File: src/rtl/axi4_mon_pkg.sv
// Shared types and constants for the AXI4 master-monitor write collector.
//
// aw_rec_t   : one captured write address plus the cycle it was accepted.
// pend_rec_t : a write whose address and data have completed and that now
//              waits for its B response; age orders entries with equal IDs.
// The record field widths are fixed here; the collector's ID_WIDTH and
// ADDR_WIDTH parameters must not exceed ID_W and ADDR_W.
package axi4_mon_pkg;

    localparam int ID_W      = 4;
    localparam int ADDR_W    = 32;
    localparam int LEN_W     = 8;
    localparam int SIZE_W    = 3;
    localparam int BURST_W   = 2;
    localparam int RESP_W    = 2;
    localparam int BEATS_W   = 9;   // awlen+1 reaches 256
    localparam int TIME_W    = 32;
    localparam int AGE_W     = 16;  // allocation sequence, compared modulo 2^AGE_W
    localparam int OUT_CNT_W = 5;

    localparam logic [RESP_W-1:0] BRESP_OKAY   = 2'b00;
    localparam logic [RESP_W-1:0] BRESP_EXOKAY = 2'b01;
    localparam logic [RESP_W-1:0] BRESP_SLVERR = 2'b10;
    localparam logic [RESP_W-1:0] BRESP_DECERR = 2'b11;

    typedef struct packed {
        logic [ID_W-1:0]    id;
        logic [ADDR_W-1:0]  addr;
        logic [LEN_W-1:0]   len;
        logic [SIZE_W-1:0]  size;
        logic [BURST_W-1:0] burst;
        logic [TIME_W-1:0]  t_start;
    } aw_rec_t;

    typedef struct packed {
        aw_rec_t             aw;
        logic [BEATS_W-1:0]  beats;
        logic [AGE_W-1:0]    age;
        logic                valid;
    } pend_rec_t;

    // Number of data beats an AXI burst of the given AWLEN carries.
    function automatic logic [BEATS_W-1:0] burst_beats(input logic [LEN_W-1:0] len);
        return {1'b0, len} + BEATS_W'(1);
    endfunction

endpackage

File: src/rtl/axi4_mon_sync_fifo.sv
// Generic single-clock FIFO with full/empty flags and occupancy count.
//
// Ports:
//   clk_i, rst_i        : clock, synchronous active-high reset
//   push_i, data_i      : write request and data (ignored when full unless
//                         a pop happens in the same cycle)
//   pop_i               : read request (ignored when empty)
//   data_o              : head entry, valid while empty_o is low
//   full_o, empty_o     : occupancy flags
//   count_o             : current number of entries
// DEPTH must be a power of two so the pointers wrap naturally.
module axi4_mon_sync_fifo #(
    parameter int WIDTH = 8,
    parameter int DEPTH = 8
) (
    input  logic                     clk_i,
    input  logic                     rst_i,
    input  logic                     push_i,
    input  logic [WIDTH-1:0]         data_i,
    input  logic                     pop_i,
    output logic [WIDTH-1:0]         data_o,
    output logic                     full_o,
    output logic                     empty_o,
    output logic [$clog2(DEPTH):0]   count_o
);

    localparam int PTR_W = $clog2(DEPTH);

    logic [WIDTH-1:0] mem_q [DEPTH];
    logic [PTR_W-1:0] wr_ptr_q;
    logic [PTR_W-1:0] rd_ptr_q;
    logic [PTR_W:0]   count_q;
    logic             do_push;
    logic             do_pop;

    assign empty_o = (count_q == '0);
    assign full_o  = (count_q == (PTR_W+1)'(DEPTH));
    assign count_o = count_q;
    assign data_o  = mem_q[rd_ptr_q];

    assign do_pop  = pop_i && !empty_o;
    assign do_push = push_i && (!full_o || do_pop);

    // NOTE: storage is deliberately not reset; the pointers and count alone
    // define which entries are meaningful, so clearing the array buys nothing.
    always_ff @(posedge clk_i) begin
        if (do_push) begin
            mem_q[wr_ptr_q] <= data_i;
        end
    end

    // NOTE: all state is updated with non-blocking assignments so every
    // register samples the pre-edge values regardless of statement order.
    always_ff @(posedge clk_i) begin
        if (rst_i) begin
            wr_ptr_q <= '0;
            rd_ptr_q <= '0;
            count_q  <= '0;
        end else begin
            if (do_push) wr_ptr_q <= wr_ptr_q + PTR_W'(1);
            if (do_pop)  rd_ptr_q <= rd_ptr_q + PTR_W'(1);
            count_q <= count_q + (PTR_W+1)'(do_push) - (PTR_W+1)'(do_pop);
        end
    end

endmodule

File: src/rtl/axi4_master_monitor_wr_collector.sv
// Passive AXI4 write-path collector. Pairs each accepted write address with
// its data beats and its B response and emits one record per write,
// including the AW-to-B latency in cycles. Never drives the bus.
//
// Ports:
//   aclk, areset          : clock, synchronous active-high reset
//   aw*/w*/b*             : observed AXI write channels (inputs only)
//   txn_*                 : completed-transaction record, txn_valid strobes
//                           for one cycle, other fields hold between records
//   err_*                 : single-cycle protocol-error pulses
//   outstanding_cnt       : AW FIFO occupancy plus pending-B occupancy
module axi4_master_monitor_wr_collector
    import axi4_mon_pkg::*;
#(
    parameter int ID_WIDTH   = 4,
    parameter int ADDR_WIDTH = 32,
    parameter int AW_DEPTH   = 8,
    parameter int PEND_DEPTH = 8
) (
    input  logic                  aclk,
    input  logic                  areset,
    input  logic                  awvalid,
    input  logic                  awready,
    input  logic [ID_WIDTH-1:0]   awid,
    input  logic [ADDR_WIDTH-1:0] awaddr,
    input  logic [7:0]            awlen,
    input  logic [2:0]            awsize,
    input  logic [1:0]            awburst,
    input  logic                  wvalid,
    input  logic                  wready,
    input  logic                  wlast,
    input  logic                  bvalid,
    input  logic                  bready,
    input  logic [ID_WIDTH-1:0]   bid,
    input  logic [1:0]            bresp,
    output logic                  txn_valid,
    output logic [ID_WIDTH-1:0]   txn_id,
    output logic [ADDR_WIDTH-1:0] txn_addr,
    output logic [7:0]            txn_len,
    output logic [2:0]            txn_size,
    output logic [1:0]            txn_burst,
    output logic [1:0]            txn_resp,
    output logic [8:0]            txn_beats,
    output logic [31:0]           txn_latency,
    output logic                  err_wlast,
    output logic                  err_orphan_b,
    output logic                  err_w_no_aw,
    output logic                  err_overflow,
    output logic [4:0]            outstanding_cnt
);

    localparam int FIFO_CNT_W = $clog2(AW_DEPTH) + 1;
    localparam int PEND_IDX_W = $clog2(PEND_DEPTH);
    localparam int PEND_CNT_W = $clog2(PEND_DEPTH) + 1;

    // Handshakes
    logic aw_hs, w_hs, b_hs;
    assign aw_hs = awvalid && awready;
    assign w_hs  = wvalid && wready;
    assign b_hs  = bvalid && bready;

    // State
    logic [TIME_W-1:0]    cyc_q;
    logic [BEATS_W-1:0]   beats_q, beats_d;
    logic [AGE_W-1:0]     seq_q, seq_d;
    pend_rec_t            pend_q [PEND_DEPTH];
    pend_rec_t            pend_d [PEND_DEPTH];

    logic                  txn_valid_q;
    logic [ID_WIDTH-1:0]   txn_id_q;
    logic [ADDR_WIDTH-1:0] txn_addr_q;
    logic [7:0]            txn_len_q;
    logic [2:0]            txn_size_q;
    logic [1:0]            txn_burst_q;
    logic [1:0]            txn_resp_q;
    logic [8:0]            txn_beats_q;
    logic [31:0]           txn_latency_q;
    logic                  err_wlast_q, err_orphan_b_q, err_w_no_aw_q, err_overflow_q;
    logic [OUT_CNT_W-1:0]  outstanding_q, outstanding_d;

    // AW FIFO
    aw_rec_t               aw_new;
    aw_rec_t               fifo_head;
    logic                  fifo_push, fifo_pop, fifo_full, fifo_empty;
    logic [FIFO_CNT_W-1:0] fifo_count, fifo_cnt_d;

    always_comb begin
        aw_new         = '0;
        aw_new.id      = ID_W'(awid);
        aw_new.addr    = ADDR_W'(awaddr);
        aw_new.len     = awlen;
        aw_new.size    = awsize;
        aw_new.burst   = awburst;
        aw_new.t_start = cyc_q;
    end

    axi4_mon_sync_fifo #(
        .WIDTH ($bits(aw_rec_t)),
        .DEPTH (AW_DEPTH)
    ) u_aw_fifo (
        .clk_i   (aclk),
        .rst_i   (areset),
        .push_i  (fifo_push),
        .data_i  (aw_new),
        .pop_i   (fifo_pop),
        .data_o  (fifo_head),
        .full_o  (fifo_full),
        .empty_o (fifo_empty),
        .count_o (fifo_count)
    );

    // Pending table search: first free slot, and the oldest valid entry
    // whose ID matches the B. Age distance from the current sequence number
    // is largest for the oldest entry, which survives sequence wrap.
    logic                  free_found;
    logic [PEND_IDX_W-1:0] free_idx;
    logic                  match_found;
    logic [PEND_IDX_W-1:0] match_idx;
    logic [AGE_W-1:0]      match_dist;
    logic [AGE_W-1:0]      cand_dist;

    always_comb begin
        free_found  = 1'b0;
        free_idx    = '0;
        match_found = 1'b0;
        match_idx   = '0;
        match_dist  = '0;
        cand_dist   = '0;
        for (int i = 0; i < PEND_DEPTH; i++) begin
            if (!pend_q[i].valid && !free_found) begin
                free_found = 1'b1;
                free_idx   = PEND_IDX_W'(i);
            end
            if (pend_q[i].valid && pend_q[i].aw.id == ID_W'(bid)) begin
                cand_dist = seq_q - pend_q[i].age;
                if (!match_found || cand_dist > match_dist) begin
                    match_found = 1'b1;
                    match_idx   = PEND_IDX_W'(i);
                    match_dist  = cand_dist;
                end
            end
        end
    end

    // Write-burst tracking. When the FIFO is empty, a W in the same cycle
    // as an AW belongs to that incoming AW, which never enters the FIFO if
    // its burst also closes in that cycle.
    aw_rec_t               head_rec;
    logic [BEATS_W-1:0]    beats_inc;
    logic                  hit_last, w_on_head, w_close, aw_consumed, aw_drop;
    logic                  pend_alloc, pend_drop, b_hit;
    logic [PEND_CNT_W-1:0] pend_cnt_d;

    // NOTE: every combinational output gets a default at the top of the
    // block, so no path can leave a value unassigned and infer a latch.
    always_comb begin
        head_rec    = fifo_empty ? aw_new : fifo_head;
        beats_inc   = beats_q + BEATS_W'(1);
        hit_last    = (beats_inc == burst_beats(head_rec.len));
        w_on_head   = w_hs && (!fifo_empty || aw_hs);
        w_close     = w_on_head && (wlast || hit_last);
        aw_consumed = w_close && fifo_empty;
        fifo_pop    = w_close && !fifo_empty;
        aw_drop     = aw_hs && fifo_full && !fifo_pop;
        fifo_push   = aw_hs && !aw_consumed && !aw_drop;
        pend_alloc  = w_close && free_found;
        pend_drop   = w_close && !free_found;
        b_hit       = b_hs && match_found;

        beats_d = w_close ? '0 : (w_on_head ? beats_inc : beats_q);
        seq_d   = seq_q + AGE_W'(pend_alloc);

        pend_d = pend_q;
        if (b_hit) begin
            pend_d[match_idx].valid = 1'b0;
        end
        if (pend_alloc) begin
            pend_d[free_idx].aw    = head_rec;
            pend_d[free_idx].beats = beats_inc;
            pend_d[free_idx].age   = seq_q;
            pend_d[free_idx].valid = 1'b1;
        end

        pend_cnt_d = '0;
        for (int i = 0; i < PEND_DEPTH; i++) begin
            pend_cnt_d = pend_cnt_d + PEND_CNT_W'(pend_d[i].valid);
        end
        fifo_cnt_d    = fifo_count + FIFO_CNT_W'(fifo_push) - FIFO_CNT_W'(fifo_pop);
        outstanding_d = OUT_CNT_W'(fifo_cnt_d) + OUT_CNT_W'(pend_cnt_d);
    end

    always_ff @(posedge aclk) begin
        if (areset) begin
            cyc_q          <= '0;
            beats_q        <= '0;
            seq_q          <= '0;
            for (int i = 0; i < PEND_DEPTH; i++) begin
                pend_q[i].valid <= 1'b0;
            end
            txn_valid_q    <= 1'b0;
            txn_id_q       <= '0;
            txn_addr_q     <= '0;
            txn_len_q      <= '0;
            txn_size_q     <= '0;
            txn_burst_q    <= '0;
            txn_resp_q     <= '0;
            txn_beats_q    <= '0;
            txn_latency_q  <= '0;
            err_wlast_q    <= 1'b0;
            err_orphan_b_q <= 1'b0;
            err_w_no_aw_q  <= 1'b0;
            err_overflow_q <= 1'b0;
            outstanding_q  <= '0;
        end else begin
            cyc_q   <= cyc_q + TIME_W'(1);
            beats_q <= beats_d;
            seq_q   <= seq_d;
            pend_q  <= pend_d;

            txn_valid_q <= b_hit;
            if (b_hit) begin
                txn_id_q      <= ID_WIDTH'(pend_q[match_idx].aw.id);
                txn_addr_q    <= ADDR_WIDTH'(pend_q[match_idx].aw.addr);
                txn_len_q     <= pend_q[match_idx].aw.len;
                txn_size_q    <= pend_q[match_idx].aw.size;
                txn_burst_q   <= pend_q[match_idx].aw.burst;
                txn_resp_q    <= bresp;
                txn_beats_q   <= pend_q[match_idx].beats;
                txn_latency_q <= cyc_q - pend_q[match_idx].aw.t_start;
            end

            // Mismatch either way: early WLAST, or the final beat without it.
            err_wlast_q    <= w_on_head && (wlast != hit_last);
            err_orphan_b_q <= b_hs && !match_found;
            err_w_no_aw_q  <= w_hs && fifo_empty && !aw_hs;
            err_overflow_q <= aw_drop || pend_drop;
            outstanding_q  <= outstanding_d;
        end
    end

    assign txn_valid       = txn_valid_q;
    assign txn_id          = txn_id_q;
    assign txn_addr        = txn_addr_q;
    assign txn_len         = txn_len_q;
    assign txn_size        = txn_size_q;
    assign txn_burst       = txn_burst_q;
    assign txn_resp        = txn_resp_q;
    assign txn_beats       = txn_beats_q;
    assign txn_latency     = txn_latency_q;
    assign err_wlast       = err_wlast_q;
    assign err_orphan_b    = err_orphan_b_q;
    assign err_w_no_aw     = err_w_no_aw_q;
    assign err_overflow    = err_overflow_q;
    assign outstanding_cnt = outstanding_q;

endmodule

File: config.mk
export PLATFORM = sky130hd
export DESIGN_NAME = axi4_master_monitor_wr_collector
export DESIGN_NICKNAME = d
export VERILOG_FILES = /design/src/rtl/axi4_mon_pkg.sv /design/src/rtl/axi4_mon_sync_fifo.sv /design/src/rtl/axi4_master_monitor_wr_collector.sv
export SDC_FILE = /design/constraint.sdc
export NUM_CORES = 2
export LEC_CHECK = 0
export BUFFER_PORTS_ARGS = -buffer_cell sky130_fd_sc_hd__buf_2
export CAP_MARGIN = 20
export CORE_ASPECT_RATIO = 0.8
export CORE_UTILIZATION = 50
export DETAILED_ROUTE_END_ITERATION = 6
export HOLD_SLACK_MARGIN = 0.12
export PLACE_DENSITY = 0.66
export SYNTH_ARGS = -nofsm -noshare
export SYNTH_HDL_FRONTEND = slang
export SYNTH_SLANG_ARGS = --single-unit
File: constraint.sdc
create_clock -name aclk -period 39.7 [get_ports aclk]
set_input_delay 11.91 -clock aclk [delete_from_list [all_inputs] [get_ports aclk]]
set_output_delay 11.91 -clock aclk [all_outputs]
set_load 0.05 [all_outputs]
======== Yosys cells after proc, flatten, opt, wreduce, memory -nomap -nowiden ========
Memories as Yosys holds them, arrays and structs flattened. A register that Yosys moved wholly into a read port is not among the register bits.
Cells that the tools add are included.
storage, ports and cells
  memory bits (read-only) ................. 0
  bits in latches ......................... 0
  input bits .............................. 64
  memory bits (writable) .................. 648
  memories ................................ 1
  word-level logic and storage cells ...... 304
  bits in registers ....................... 1,025
memories
  name             depth  width  read ports  clocked after Yosys merged registers in  wr ports  line                      source
  u_aw_fifo.mem_q  8      81     1           1                                        1         axi4_mon_sync_fifo.sv:29  logic [WIDTH-1:0] mem_q [DEPTH];
operators by class
  equal/unequal tests ..................... 11
  bitwise gates (word level) .............. 2
  multiplexer cells ....................... 82
  reduce and logical (&&, ||, !) cells .... 78
  multipliers ............................. 0
  add/sub/neg operators ................... 27
  divide/modulo/power cells ............... 0
  shift operators ......................... 0
  magnitude comparators ................... 11
operators with widths
  kind                     count
  $bwmux W856              5
  $mux W856                2
  $demux W107 S3           5
  $bmux W107 S3            1
  $mux W107                3
  $mux W16                 13
  $sub A16 B16 Y16         8
  $gt A16 B16 Y1           7
  $mux W81                 1
  $mux W3                  20
  $logic_and A1 B1 Y1      37
  $add A32 B1 Y32 const B  1
  $eq A4 B4 Y1             8
  $sub A32 B32 Y32         1
  $mux W1                  30
  $logic_not A1 Y1         28
  $mux W26                 1
  $add A4 B1 Y4            6
  $mux W17                 1
  $add A16 B1 Y16          1
  $logic_or A1 B1 Y1       11
  $add A8 B1 Y9 const B    1
  $add A9 B1 Y9 const B    1
  $eq A9 B9 Y1             1
  13 further kinds         18

======== Depth between registers and ports, before layout ========
  depth after elaboration ................. 51
  mapped depth ............................ 105
  depth with buffers taken out ............ 94

======== By module ========
From an unflattened synthesis, not the netlist that was laid out.
unflattened totals
  cells, all modules ...................... 6,260
  area, all modules ....................... 79,279.8 µm²
modules (own cells, without submodules)
  module                            sequential area each (µm²)  area each (µm²)  instances  cells an instance
  axi4_master_monitor_wr_collector  28,807.6                    53,836.6         1          5,233
  axi4_mon_sync_fifo                19,718.9                    25,443.2         1          1,027

======== Least setup slack after synthesis ========
OpenSTA, ideal clock, no wires.
  kind .................................... input-to-reg
  from .................................... input bid[0]
  to ...................................... register txn_latency_q[31], in the netlist txn_latency[31]
  cell stages on the path ................. 92
  setup time .............................. 0.134 ns
  path buffers ............................ 20
  path slack .............................. 8.568 ns
  arrival ................................. 30.998 ns
  path through ............................ buf_4 > xor2_1 > nor3_2 > and3_1 > clkbuf_1 > buf_1 > nand3_1 > ha_1 > nand4_1 > nor4_1 > a41oi_2 > o21ai_2 > clkbuf_1 > nand2_1 > a2bb2oi_1 > ha_1 > nand4_1 > nor4_1 > [56 not listed] > clkbuf_1 > nand2_1 > nor3_2 > clkbuf_1 > a221o_1 > a222oi_1 > ha_1 > o211ai_1 > a21oi_1 > o21ai_0 > a21oi_1 > a21oi_1 > o21ai_0 > o41ai_2 > o211a_1 > nor3_1 > o21a_1 > or4_1
on the way
  longest elaborated chain between the ends .. 36
  elaborated cells between the ends (all ways) .. 85
  those cells by class .................... add/sub (1); order compare (7); eq/ne (8); mux (45); bitwise (1); reduce/logical (23)
RTL lines
  element                                             line                                     source
  start, declared                                     axi4_master_monitor_wr_collector.sv:34   input logic [ID_WIDTH-1:0] bid,
  $eq A4 B4 Y1                                        axi4_master_monitor_wr_collector.sv:134  if (pend_q[i].valid && pend_q[i].aw.id == ID_W'(bid)) begin
  $logic_and A1 B1 Y1                                 axi4_master_monitor_wr_collector.sv:134
  $mux W16 or $mux W1 (tied branches)                 axi4_master_monitor_wr_collector.sv:134
  $gt A16 B16 Y1 or $logic_not A1 Y1 (tied branches)  axi4_master_monitor_wr_collector.sv:136  if (!match_found || cand_dist > match_dist) begin
  $logic_or A1 B1 Y1                                  axi4_master_monitor_wr_collector.sv:136
  $mux W16 or $mux W1 (tied branches)                 axi4_master_monitor_wr_collector.sv:136
  $mux W16 or $mux W1 (tied branches)                 axi4_master_monitor_wr_collector.sv:134
  $gt A16 B16 Y1 or $logic_not A1 Y1 (tied branches)  axi4_master_monitor_wr_collector.sv:136
  [19 not listed]                                     --
  $gt A16 B16 Y1 or $logic_not A1 Y1 (tied branches)  axi4_master_monitor_wr_collector.sv:136
  $logic_or A1 B1 Y1                                  axi4_master_monitor_wr_collector.sv:136
  $mux W3                                             axi4_master_monitor_wr_collector.sv:136
  $mux W3                                             axi4_master_monitor_wr_collector.sv:134
  $not A3 Y4 (implied by the code)                    axi4_master_monitor_wr_collector.sv:229  txn_latency_q <= cyc_q - pend_q[match_idx].aw.t_start;
  $bmux W107 S3                                       axi4_master_monitor_wr_collector.sv:229
  $mux W107 (implied by the code) (2 in a row)        axi4_master_monitor_wr_collector.sv:229
  $sub A32 B32 Y32                                    axi4_master_monitor_wr_collector.sv:229
  end signal, assigned                                axi4_master_monitor_wr_collector.sv:229
  end, declared                                       axi4_master_monitor_wr_collector.sv:77   logic [31:0] txn_latency_q;
Several ways; a longest one is shown, not always the timed one. The select of a mux whose other input is x is not followed.
A chain may end at the register's enable or synchronous reset.

======== Worst setup path after layout ========
Ends and elaborated chain as after synthesis.

==> flow_summary.yaml <==
min_path:
  hold_class: "register to register"
  min_path_cells: 2
sta:
  rsz0062_at_grt: "false"
  slew_headroom_pct: 18.8
  drv_slew: 0
  hold_viol: 0
  finalSetupTns_ps: 0
  finalSetupViolCount: 0
  min_period_ps: 33690
  worstMarginPinSlew_ps: 1220
  min_period_over_period_pct: 84.9
  max_freq_mhz: 29.7
  fin_skew_ps: 42.0
drt:
  first_pass_iters: 7
  route.detailed.wl_per_inst_um: 25.6
  top_layer: "met5"
  avgViaCountPerCell: 6.00
  drc_errors: 1
  drt-initial-drc-count: 6132
  ant_nets: 0
  vias: 52400
  wl_met2_um: 103000
  wl_met3_um: 17900
  finalWirelength_um: 224000
  drt-met1-wl_um: 96000
synth:
  synthesis.nets: 6768
  synthArstFlopShare_pct: 0
  ys_seq_area_share_pct: 61.8
  yosys.area.top_type: "edfxtp_1"
  synth_warnings: 0
  synth_top_family_by_area: "simple AND/OR/NAND/NOR gates"
  synth_area_per_cell_um2: 12.3
  synth_ff_type: "edfxtp_1"
  synthMuxAreaShare_pct: 7.02
  synth_seq_cells: 1676
  synth.area.top_cells: "edfxtp_1 (57%), nor2_1 (5.4%), mux4_2 (4.6%)"
  synth_fa_ha_area_share_pct: 4.94
  synthXorXnorAreaFrac_pct: 2.39
  synth_edf_count: 1496
  yosys.area_share.simple_pct: 12.7
  ys_types: 91
  yosysTopAreaCellShare_pct: 57.2
  netlist_instances: 6404
  mappedNetlistArea_mm2: 0.0785
  synth-compound-area-share_pct: 8.29
clock_tree:
  clock_latency_ps: 840
  cts_setup_buffers: 0
  cts_made_buffers: 165
  path_clk_slew_ps: 60
  clockRootBuffer: "clkbuf_16"
  clk_path_buf_depth: 3
  cts_tree: "built"
  hold_buffers: 0
  htreeDepth: 4
  cts_resized: 0
  cts_num_sinks: 1676
floorplanning:
  fp-row-count: 129
  dieArea_mm2: 0.159
  io_pins: 166
  die_w_um: 445
  start_util_pct: 50.5
  core_mm2: 0.155
  die_y_um: 356
place:
  gp_congestion: 0.931
  place_area_mm2: 0.0818
  dp_hpwl_um: 136000
  io_buffers: 165
power:
  peakVddDrop_uv: 55.4
  leakagePower_nw: 31.5
  p_per_area_mw_per_mm2: 45.8
worst_setup_path:
  arrival_ps: 34380
  critPathMaxFanout: 50
  worstSetupPathType: "primary input to register"
  cp_slowest_stage_delay_ps: 650
  reg2reg_depth: 85
  crit_path_end_kind: "register"
  cpMaxStageDelayCell: "nor4_1"
  worst_setup_path_start_kind: "primary input"
  critPathMostFrequentCell: "ha_1"
  required_ps: 40390
global_routing:
  grt_pass1_wl_um: 331000
  grt_pass1_vias: 51000
  grt_start_max_net_pins: 125
  overflow: 0
  gr-usage-all-layers_pct: 28.1
  antenna_found_initial: 17
cells_and_area:
  nNetsFinal: 6864
  syn_to_final_growth_pct: 11.1
  multiInputGateArea_mm2: 0.0280
  drive_gt1_share_pct: 11.5
  final-seq-area_mm2: 0.0485
  num-fill-cells: 12900
  postLayoutCellArea_mm2: 0.0872
run:
  maxCapViolations: 0
outcome:
  outcome: "finished with violations"
  violations: "design-rule violations"
metrics by stage:
| stage | power, mW | hold WS (ps) | utilization (%) | setup slack, ps | cells |
|---|---|---|---|---|---|
| after floorplan | 2.27 | 458 | - | 8570 | 6404 |
| final | 4.00 | 445 | 56.1 | 6010 | 8739 |
| after CTS | 4.02 | 450 | 56.1 | 6250 | 8733 |
| after global routing | 4.12 | 471 | 56.1 | 4550 | 8736 |
| after detailed placement | 2.47 | 441 | 52.7 | 5520 | 8426 |
| after global placement | 2.47 | 438 | 52.6 | 5740 | 8425 |
final timing paths:
path | from | endpoint | slack (ps)
setup / recovery | bid[0] | txn_latency[31] | 6010
hold / removal | txn_latency[21] | txn_latency[21] | 440
setup reg to reg | seq_q[1] | txn_latency[31] | 15560
hold reg to reg | txn_latency[21] | txn_latency[21] | 440
final cells by class:
| class | instances | area share (%) |
|---|---|---|
| well taps | 2096 | 3.01 |
| multi-input cells | 4152 | 32.2 |
| flip-flops and latches | 1676 | 55.7 |
| inverters | 218 | 0.939 |
| clock inverters | 83 | 0.989 |
| diodes | 3 | 0.00861 |
| repair buffers | 287 | 2.05 |
| clock buffers | 224 | 5.17 |
metal layers:
layer | up-vias | track usage (%)
met2 | 2197 | 44.3
met5 | - | 0
met1 | 26200 | 40.2
li1 | 23700 | -
met3 | 324 | 3.87
met4 | 2 | 9.44
cells by family (layout without fill, tap and decap cells):
family | Yosys count | in the layout
buffers and inverters | 576 | 812
muxes | 347 | 347
xor gates and xnor gates | 214 | 214
other | 0 | 3
and+or+nand+nor | 2263 | 2263
DFF | 1676 | 1676
adders and majority gates | 300 | 300
AOI/OAI and AO/OA | 1028 | 1028
report_power, final:
| group | internal [mW] | total (mW) | switching (mW) | leakage [nW] |
|---|---|---|---|---|
| sequential | 1.93 | 1.94 | 0.0137 | 14.8 |
| clock | 0.864 | 1.56 | 0.698 | 2.60 |
| combinational | 0.117 | 0.493 | 0.376 | 14.2 |
synth_stat cells, types with 44 or more instances:
master,n
a21o_1,71
a21oi_1,381
a221oi_1,61
a31oi_1,44
and2_1,89
and3_1,70
buf_1,54
clkbuf_1,275
dfxtp_1,180
edfxtp_1,1496
ha_1,284
inv_1,214
mux2i_1,178
mux4_2,162
nand2_1,461
nand2b_1,44
nand3_1,95
nor2_1,1123
nor3_1,190
o21ai_0,187
xnor2_1,113
xor2_1,101
placed cells by master (no fill, tap or decap), types with 61 or more instances in the layout:
master,netlist,layout
edfxtp_1,1496,1496
nor2_1,1123,1111
nand2_1,461,457
a21oi_1,381,377
ha_1,284,284
inv_1,214,214
o21ai_0,187,187
nor3_1,190,187
mux2i_1,178,178
dfxtp_1,180,177
clkbuf_16,0,167
buf_2,20,164
mux4_2,162,162
buf_4,9,119
xnor2_1,113,113
xor2_1,101,101
nand3_1,95,93
and2_1,89,89
a21o_1,71,71
and3_1,70,69
a221oi_1,61,61
critical path: cells and delay by family:
| family | cells | cell delay (ps) |
|---|---|---|
| multiplexers | 2 | 540 |
| AO/OA/AOI/OAI | 34 | 9160 |
| XOR/XNOR | 1 | 190 |
| buffers and inverters | 9 | 2650 |
| adder cells (fa/ha/maj) | 8 | 2580 |
| AND/OR/NAND/NOR | 24 | 7210 |
registers in the layout, indices dropped and copies added (netlist names), 2 cells and up, named ones only:
register,flops
beats_q,9
cyc_q,32
outstanding_cnt,5
pend_q,856
seq_q,16
txn_addr,32
txn_beats,9
txn_burst,2
txn_id,4
txn_latency,32
txn_len,8
txn_resp,2
txn_size,3
u_aw_fifo.count_o,4
u_aw_fifo.mem_q,648
u_aw_fifo.rd_ptr_q,3
u_aw_fifo.wr_ptr_q,3
Power figures use the tool's default switching activity.
